===== config.mk =====
export PLATFORM = sky130hd
export DESIGN_NAME = freq_to_code
export DESIGN_NICKNAME = d
export VERILOG_FILES = /design/src/rtl/freq_to_code.sv
export SDC_FILE = /design/constraint.sdc
export NUM_CORES = 1
export LEC_CHECK = 0
export BUFFER_PORTS_ARGS = -buffer_cell sky130_fd_sc_hd__buf_2
export CORE_MARGIN = 5
export CORE_UTILIZATION = 60
export DETAILED_ROUTE_END_ITERATION = 10
export PLACE_DENSITY = 0.81
export SYNTH_ARGS = -nofsm -noshare
export SYNTH_HDL_FRONTEND = slang
export SYNTH_SLANG_ARGS = --single-unit

===== constraint.sdc =====
create_clock -name clk -period 2.8 [get_ports clk]
set_input_delay 0.14 -clock clk [delete_from_list [all_inputs] [get_ports clk]]
set_output_delay 0.14 -clock clk [all_outputs]
set_load 0.05 [all_outputs]

===== src/rtl/freq_to_code.sv =====
// ---------------------------------------------------------------------------
// freq_to_code
//   Frequency-to-digital converter. Counts rising edges of an asynchronous
//   oscillator over a fixed window of WINDOW reference-clock cycles and
//   returns the count as a WIDTH-bit code. The code is directly comparable
//   to the input code of the matching DCO, so the block can close a loop
//   around it.
//
// Parameters
//   WIDTH       width of the output code and of the edge counter
//   WINDOW      measurement window in clk cycles (>= 2)
//   SYNC_STAGES synchronizer depth on osc_in (>= 2)
//
// Ports
//   clk         reference clock, sole clock domain
//   rst_n       synchronous reset, active-low
//   osc_in      oscillator under measurement, asynchronous to clk
//   start       one-shot measurement request, honoured only in IDLE
//   continuous  restart automatically after each accepted result
//   code        measured edge count (holds until the next result loads)
//   code_valid  code holds a new, unaccepted result
//   code_ready  consumer accepts code when code_valid & code_ready
//   overflow    result saturated at 2^WIDTH-1, qualified by code_valid
//   busy        FSM is not in IDLE
//
// Accuracy requires f_osc < f_clk/2; faster inputs alias undetected.
// ---------------------------------------------------------------------------
module freq_to_code #(
  parameter int WIDTH       = 13,
  parameter int WINDOW      = 256,
  parameter int SYNC_STAGES = 2
) (
  input  logic             clk,
  input  logic             rst_n,
  input  logic             osc_in,
  input  logic             start,
  input  logic             continuous,
  output logic [WIDTH-1:0] code,
  output logic             code_valid,
  input  logic             code_ready,
  output logic             overflow,
  output logic             busy
);

  localparam int              WIN_W    = (WINDOW > 1) ? $clog2(WINDOW) : 1;
  localparam logic [WIN_W-1:0] WIN_LAST = WIN_W'(WINDOW - 1);
  localparam logic [WIDTH-1:0] CNT_MAX  = '1;

  typedef enum logic [1:0] {
    IDLE,
    ARM,
    MEASURE,
    HOLD
  } state_e;

  state_e                 state_q,      state_d;
  logic [SYNC_STAGES-1:0] sync_q,       sync_d;
  logic                   prev_q,       prev_d;
  logic [WIDTH-1:0]       edge_cnt_q,   edge_cnt_d;
  logic                   sat_q,        sat_d;
  logic [WIN_W-1:0]       win_cnt_q,    win_cnt_d;
  logic [WIDTH-1:0]       code_q,       code_d;
  logic                   code_valid_q, code_valid_d;
  logic                   overflow_q,   overflow_d;
  logic                   busy_q,       busy_d;

  logic                   synced;
  logic                   rise;
  logic [WIDTH-1:0]       cnt_next;
  logic                   sat_next;

  // Oldest synchronizer stage is the only one safe to use as logic.
  assign synced = sync_q[SYNC_STAGES-1];
  assign rise   = synced & ~prev_q;

  // Saturating count including this cycle's rise; an edge arriving while
  // already at the ceiling sets the sticky saturation flag instead of
  // wrapping.
  always_comb begin
    cnt_next = edge_cnt_q;
    sat_next = sat_q;
    if (rise) begin
      if (edge_cnt_q == CNT_MAX) sat_next = 1'b1;
      else                       cnt_next = edge_cnt_q + WIDTH'(1);
    end
  end

  always_comb begin
    // NOTE: every signal assigned in this block gets a default first so no
    // path leaves it unassigned, which would otherwise infer a latch.
    state_d      = state_q;
    sync_d       = {sync_q[SYNC_STAGES-2:0], osc_in};
    prev_d       = synced;
    edge_cnt_d   = edge_cnt_q;
    sat_d        = sat_q;
    win_cnt_d    = win_cnt_q;
    code_d       = code_q;
    code_valid_d = code_valid_q;
    overflow_d   = overflow_q;

    unique case (state_q)
      IDLE: begin
        if (start || continuous) state_d = ARM;
      end

      // A rise seen during ARM is deliberately dropped by the clear.
      ARM: begin
        edge_cnt_d = '0;
        sat_d      = 1'b0;
        win_cnt_d  = '0;
        state_d    = MEASURE;
      end

      MEASURE: begin
        edge_cnt_d = cnt_next;
        sat_d      = sat_next;
        win_cnt_d  = win_cnt_q + WIN_W'(1);
        // The last window cycle's rise is folded into the result directly.
        if (win_cnt_q == WIN_LAST) begin
          code_d       = cnt_next;
          overflow_d   = sat_next;
          code_valid_d = 1'b1;
          state_d      = HOLD;
        end
      end

      HOLD: begin
        if (code_ready) begin
          code_valid_d = 1'b0;
          overflow_d   = 1'b0;
          state_d      = continuous ? ARM : IDLE;
        end
      end

      default: state_d = IDLE;
    endcase

    busy_d = (state_d != IDLE);
  end

  // NOTE: state registers use non-blocking assignments so every flop
  // samples the pre-edge value of the others, independent of block order.
  always_ff @(posedge clk) begin
    if (!rst_n) begin
      state_q      <= IDLE;
      sync_q       <= '0;
      prev_q       <= 1'b0;
      edge_cnt_q   <= '0;
      sat_q        <= 1'b0;
      win_cnt_q    <= '0;
      code_q       <= '0;
      code_valid_q <= 1'b0;
      overflow_q   <= 1'b0;
      busy_q       <= 1'b0;
    end else begin
      state_q      <= state_d;
      sync_q       <= sync_d;
      prev_q       <= prev_d;
      edge_cnt_q   <= edge_cnt_d;
      sat_q        <= sat_d;
      win_cnt_q    <= win_cnt_d;
      code_q       <= code_d;
      code_valid_q <= code_valid_d;
      overflow_q   <= overflow_d;
      busy_q       <= busy_d;
    end
  end

  assign code       = code_q;
  assign code_valid = code_valid_q;
  assign overflow   = overflow_q;
  assign busy       = busy_q;

endmodule

==> metrics.md, run 1 <==
| Metric | Value |
|---|---|
| Outcome | finished clean |
| RSZ-0062 raised after global routing | false |
| CP Launch Type | flip-flop |
| DRT antenna net count | 0 |
| Worst relative slew slack | 58.01% |
| Met3 Use GR | 5.966% |
| Crit Reg-Reg Startpoint | state_q[0]$_SDFF_PN0_ |
| Core box area | about 0.0036 mm2 |
| R2R cell count | 6 |
| Post-synthesis async set-or-reset flop share | 0% |
| Post-DR wirelength/cell | 14.96 um |
| Initial antenna violation count | 0 |
| GR peak layer | met2 |
| Post-synth top flop | dfxtp_1 |
| Synthesized area per cell | 8.364 um2 |
| Core Rows | 22 |
| Final setup violation count | 0 |
| Hold Crit Start | osc_in |
| Gr ovfl total | 0 |
| Hold path endpoint | sync_q[0]$_SDFF_PN0_ |
| Fin Setup TNS | 0 ps |
| FF+latch count, synth | 43 |
| Vias in the first global route | between 1500 and 2000 |
| Buffers on Ports | 21 |
| Hold Path Class | in -> reg |
| Leak | ~0.00084 uW |
| Fin Clk Skew | slightly above 7 ps |
| Synth top area cells | dfxtp_1 39%, o21ai_0 4.3%, nand2_1 3.6%, nor2_1 3.1%, nand3_1 3.0% |
| Crit path DAT | 2470 ps |
| Post-synthesis cell type with the largest combined area | dfxtp_1 |
| CTS root buffer | clkbuf_8 |
| Full die area | 0.004977 mm2 |
| Synth cell count leaders | 43 x dfxtp_1, 21 x nand2_1, 19 x o21ai_0 |
| Worst skew pair latency | 300 ps |
| Final wirelength | slightly below 5 mm |
| Largest net degree at the start of global routing | 31 |
| Netlist cell types | 47 |
| Mapped Area | 0.002200 mm2 |
| CTS HTree Levels | 2 |
| P&R area growth vs syn | 10.52% |
| Drt pass-1 iters | 4 |
| Post-CTS Hold Buffers | 0 |
| Nets@finish | approximately 290 |
| Slew @ Worst Pin | 629.9 ps |
| GRT Util Overall | 20.59% |
| Worst IR Drop VDD | 0.4141 mV |
| Worst hold stages | 2 |
| Layout cell share with drive strength beyond 1 | roughly 14% |
| Share of the synthesized area in the top cell type | around two fifths |
| Most frequent cell after synthesis | dfxtp_1 |
| Reg clk slew, reported paths | about 80 ps |
| Syn nets | 274 |
| Starting DRC count in detailed routing | 166 |
| Die height | 70.55 um |
| YS warnings | 0 |
| Met2 Resource Use GR | 30.15% |
| Final Worst Setup Slack | 559.6 ps |
| Dpl cell area | 0.002295 mm2 |
| Met1 GRT Util | 29.06% |
| Final period utilization | between 80 and 90% |
| PD cells | 570.8 mW/mm2 |
| Setup CP Type | reg -> reg |
| Sequential fraction of the synthesis area | 39.14% |
| Initial Util | between 60% and 70% |
| Max Fclk | about 0.45 GHz |
| Worst path required time | 3030 ps |
| Pre-CTS setup slack | 641.7 ps |
| Vias per std cell | 6.142 |
| Post-cts resize count | 0 |
| CTS tree | done |
| Crit Reg-Reg Endpoint | edge_cnt_q[9]$_SDFFE_PN0P_ |
| Clk sink count | 43 |
| First-pass GRT wire length | 8.473 mm |
| Vias | slightly below 2000 |
| GP Congestion | 0.8732 |
| Post-Syn Instances | 263 |
| Total CTS buffers | 5 |
| IO Pins | 22 |
| Setup bufs post-CTS | 0 |
| Reg2reg setup slack | 560 ps |
| Residual DRC | 0 |
| Clock Path Buffers | 2 |
| Final hold vios | 0 |
| Crit path time final | roughly 2200 ps |
| Die width | 70.55 um |
| Final Util | between 60% and 70% |
| Post-synth EDFFs | 0 |
| Max-cap violations | 0 |
| Final instance area | 0.002431 mm2 |
| DP HPWL | 3.246 mm |
| Max FO, Critical Path | 18 |
| Pins Over Slew Limit | 0 |
| CP Capture Type | flip-flop |
| Number of inserted diodes | 0 |
layer usage:
layer	routed length (um)	share of wire, %
met2	2095	43
met1	2250	46
met4	68	1.4
met5	0	0
met3	432	8.9
cells by family (layout without fill, tap and decap cells):
group | Yosys count | in the layout | share of synthesized area, %
AO/OA/AOI/OAI | 71 | 71 | 21.50
XOR/XNOR | 4 | 4 | 1.593
adder cells (fa/ha/maj) | 5 | 5 | 2.844
buffers and inverters | 26 | 39 | 5.575
flip-flops | 43 | 43 | 39.14
AND/OR/NAND/NOR | 114 | 114 | 29.35
worst max-delay path, stage by stage (launching register included):
cell      delay, ps
dfxtp_1         340
inv_1           110
ha_1            570
nand2_1         310
or3_1           360
or4_1           400
o211ai_1         90
placed cells by master (no fill, tap or decap), types with 2 or more instances in the layout:
master and count:
buf_4 4, or4_1 6, o311ai_0 2, nor4_1 3, nand3_1 13, nand2b_1 5
a21oi_1 10, and2_1 5, inv_1 6, xor2_1 4, and4_1 2, or3_1 6
clkbuf_8 5, nor2b_1 2, ha_1 5, or2_2 3, and3_1 2, o211ai_1 7
nand3b_1 2, nor2_1 18, o31ai_1 2, o21ai_0 19, a31oi_1 9, o2111ai_1 2
nand2_1 21, nor3_1 12, buf_2 21, a211oi_1 4, a311oi_1 7, dfxtp_1 43
bufinv_16 2, nand4_1 7
cell type report:
type                            instances  area (um2)
Multi-Input combinational cell        194        1216
Fill cell                             329        1175
Sequential cell                        43       860.8
Timing Repair Buffer                   25       135.1
Clock buffer                            5       68.82
Clock inverter                          3       67.56
Tap cell                               48       60.06
Inverter                                6       22.52
worst max-delay path by stage:
stage	start	endpoint	cells past startpoint
2_1_floorplan	state_q[0]$_SDFF_PN0_	code[12]$_SDFFE_PN0P_	9
3_3_place_gp	state_q[0]$_SDFF_PN0_	edge_cnt_q[9]$_SDFFE_PN0P_	6
3_5_place_dp	state_q[0]$_SDFF_PN0_	edge_cnt_q[9]$_SDFFE_PN0P_	6
4_1_cts	state_q[0]$_SDFF_PN0_	edge_cnt_q[9]$_SDFFE_PN0P_	6
5_1_grt	state_q[0]$_SDFF_PN0_	code[8]$_SDFFE_PN0P_	5
6_report	state_q[0]$_SDFF_PN0_	edge_cnt_q[9]$_SDFFE_PN0P_	6
sequential cells by signal, indices dropped and copies added (netlist names), 2 cells and up:
signal      count
code           13
edge_cnt_q     13
win_cnt_q       8
state_q         2
sync_q          2
power breakdown:
part	leakage [uW]	switching [uW]	total (uW)	internal, uW
clock	0.0000644	218	573	356
sequential	0.000348	10.4	636	625
combinational	0.000431	132	179	46.5
through the flow:
step | hold WS, ps | power (uW) | std cells
after floorplan | 247.3 | 780.2 | 263
after global placement | 347.4 | 823.1 | 316
after detailed placement | 363.2 | 824.1 | 316
after CTS | 48.68 | 1393 | 324
after global routing | 50.00 | 1447 | 324
final | 50.98 | 1388 | 324
No activity file was read; power rests on OpenSTA's default activity.
==> run 2, diff against run 1 <==
ABC_AREA = 1   (was unset)
CORE_UTILIZATION = 58   (was 60)
PLACE_DENSITY = 0.78   (was 0.81)
clock period = 2.3 ns   (was 2.8 ns; I/O delays follow)
==> metrics.md, run 2 <==
| Metric | Value |
|---|---|
| GP Congestion | about 0.88 |
| FF+latch count, synth | 43 |
| Mapped Area | 0.002228 mm2 |
| Register area | ~860 um2 |
| Setup CP Type | reg -> reg |
| Crit path DAT | ~2100 ps |
| RSZ-0062 raised after global routing | false |
| Layout cell share with drive strength beyond 1 | 14.77% |
| Post-synth top flop | dfxtp_1 |
| Final wirelength | approximately 4.6 mm |
| Fin Setup TNS | 0 ps |
| Core Rows | 22 |
| Syn nets | 339 |
| Final setup violation count | 0 |
| Max-cap violations | 0 |
| Switching share of power | between 20% and 30% |
| Worst IR Drop VDD | 0.5684 mV |
| Most frequent cell after synthesis | nand2_1 |
| Number of inserted diodes | 0 |
| DP HPWL | 3.305 mm |
| Gr ovfl total | 0 |
| Post-cts resize count | 0 |
| CTS root buffer | clkbuf_8 |
| Netlist cell types | 36 |
| Net switching power | 422.2 uW |
| CP Launch Type | flip-flop |
| P&R area growth vs syn | 12.46% |
| Buffers and inverters on the worst path | 4 |
| Flop pwr share | 46.2% |
| Final hold vios | 0 |
| CTS tree | done |
| Total CTS buffers | 5 |
| Nets@finish | 362 |
| Clk pwr share | 41.1% |
| Post-synthesis async set-or-reset flop share | 0% |
| Residual DRC | 0 |
| Logic gate share of total power | 12.6% |
| Slew @ Worst Pin | approximately 520 ps |
| Starting DRC count in detailed routing | around 120 |
| Final period utilization | between 80% and 90% |
| DRT antenna net count | 0 |
| First-pass GRT wire length | about 8.1 mm |
| P_int | 1256 uW |
| YS warnings | 0 |
| Full die area | slightly above 0.005 mm2 |
| Drt pass-1 iters | 4 |
| Synthesized area per cell | slightly below 7 um2 |
| PD cells | between 600 and 700 mW/mm2 |
| Clock Path Buffers | 2 |
| Reg clk slew, reported paths | 80 ps |
| CP Capture Type | flip-flop |
| Clk sink count | 43 |
| Total power | about 1700 uW |
| Fin Clk Skew | 10.64 ps |
| IO Pins | 22 |
| Max Fclk | 0.5354 GHz |
| Synth top area cells | dfxtp_1 39%, nand2_1 16%, inv_1 7.4%, nand3_1 5.2%, nor2_1 5.1% |
| Vias | between 2000 and 2500 |
| Outcome | finished clean |
| Worst path required time | 2500 ps |
| Worst skew pair latency | 300 ps |
| Top delay family on crit path | buffers and inverters |
| Core box area | 0.003689 mm2 |
| Buffers on Ports | 21 |
| Post-synthesis cell type with the largest combined area | dfxtp_1 |
| Sequential fraction of the synthesis area | 38.63% |
| Initial antenna violation count | 0 |
| Hold Path Class | in -> reg |
| CTS HTree Levels | 2 |
| Post-Syn Instances | 328 |
| Crit path time final | ~1900 ps |
| Post-synth EDFFs | 0 |
| Crit-path cells | inv_1, ha_1, nand2_1, nor2_1, nand2_1, inv_1, buf_4, nand3_1, o211ai_1, inv_1 |
| GRT Util Overall | slightly below 20% |
| Share of the synthesized area in the top cell type | 38.63% |
| Area occupied by multi-input gates | 0.001127 mm2 |
| Pins Over Slew Limit | 0 |
| Die width | about 72 um |
| Synth cell count leaders | 95 x nand2_1, 44 x inv_1, 43 x dfxtp_1 |
| Vias per std cell | 5.158 |
| Most common cell after layout, fill and taps aside | nand2_1 |
| Largest net degree at the start of global routing | 23 |
| Most frequent CP cell | inv_1 |
| Die height | 71.99 um |
| CP peak stage delay | about 340 ps |
| Worst relative slew slack | approximately 65% |
| # fillers | 345 |
| Post-DR wirelength/cell | 11.55 um |
| Vias in the first global route | 1913 |
| Critical-path top delay cell | inv_1 |
| Initial Util | between 60% and 70% |
| Max FO, Critical Path | 13 |
| Leak | 0.001194 uW |
| Most frequent cells in the layout | 95 x nand2_1, 44 x inv_1, 43 x dfxtp_1 |
[run 2: cell count changes after synthesis, moves of 6 or more]
cell and change:
a21oi_1 +10, a311oi_1 -7, a31oi_1 -8, clkbuf_1 -6, inv_1 +38, nand2_1 +74, nand3_1 +10, nor2_1 +12
nor3_1 -10, o211ai_1 -6, or3_1 -6, or4_1 -6
[run 2: cell families after synthesis]
logic type | share of synthesized area, %
flip-flops | 38.63
XOR/XNOR | 0.7862
buffers and inverters | 10.78
adder cells (fa/ha/maj) | 2.807
AND/OR/NAND/NOR | 33.58
AO/OA/AOI/OAI | 13.42
[run 2: layout make-up]
type / instances / area share, %
Clock buffer: 6 / 2.896
Sequential cell: 43 / 34.35
Inverter: 48 / 7.189
Multi-Input combinational cell: 227 / 44.98
Timing Repair Buffer: 26 / 5.791
Tap cell: 48 / 2.396
Clock inverter: 2 / 2.396
[run 2: path summary, 6_finish.rpt]
check | startpoint | endpoint | slack [ps] | depth (start not counted)
setup reg to reg | state_q[0]$_SDFF_PN0_ | code[12]$_SDFFE_PN0P_ | 430 | 10
hold / removal | rst_n | sync_q[0]$_SDFF_PN0_ | 140 | 3
setup / recovery | state_q[0]$_SDFF_PN0_ | code[12]$_SDFFE_PN0P_ | 430 | 10
hold reg to reg | sync_q[0]$_SDFF_PN0_ | sync_q[1]$_SDFF_PN0_ | 430 | 2
[run 2: what timing repair did]
item,4_1_cts,5_1_grt
hold buffers,1,0
endpoints found under the setup margin,0,0
setup buffers,0,0
hold endpoints to repair,1,0
[run 2: tightest hold or removal path: stages]
cell	delay, ps
buf_2	180
nand2_1	80
inv_1	30
[run 2: per-layer routing]
metal	GRT usage [%]	up-vias	share of wire (%)
met4	7.933	0	1.6
met2	33.57	31	48
met5	0	-	0
li1	-	1081	-
met1	23.91	943	47
met3	3.324	8	3.6
[run 2: stage by stage]
step	instance area [um2]	hold WS, ps	util [%]	setup WS, ps	std cells
floorplan	2228	212.6	-	793.2	328
global placement	2364	303.2	64.08	541.9	391
detailed placement	2364	306.8	64.08	464.8	391
CTS	2506	143.3	67.94	454.0	400
global route	2506	165.1	67.94	199.7	400
finish	2506	144.6	67.94	432.2	400
[run 2: power groups by stage]
| stage | combinational, uW | clock, uW | sequential, uW |
|---|---|---|---|
| 5_1_grt | 240 | 734 | 780 |
| 4_1_cts | 213 | 698 | 776 |
| 6_report | 212 | 691 | 776 |
| 3_5_place_dp | 210 | 0 | 793 |
| 2_1_floorplan | 122 | 0 | 817 |
| 3_3_place_gp | 207 | 0 | 793 |
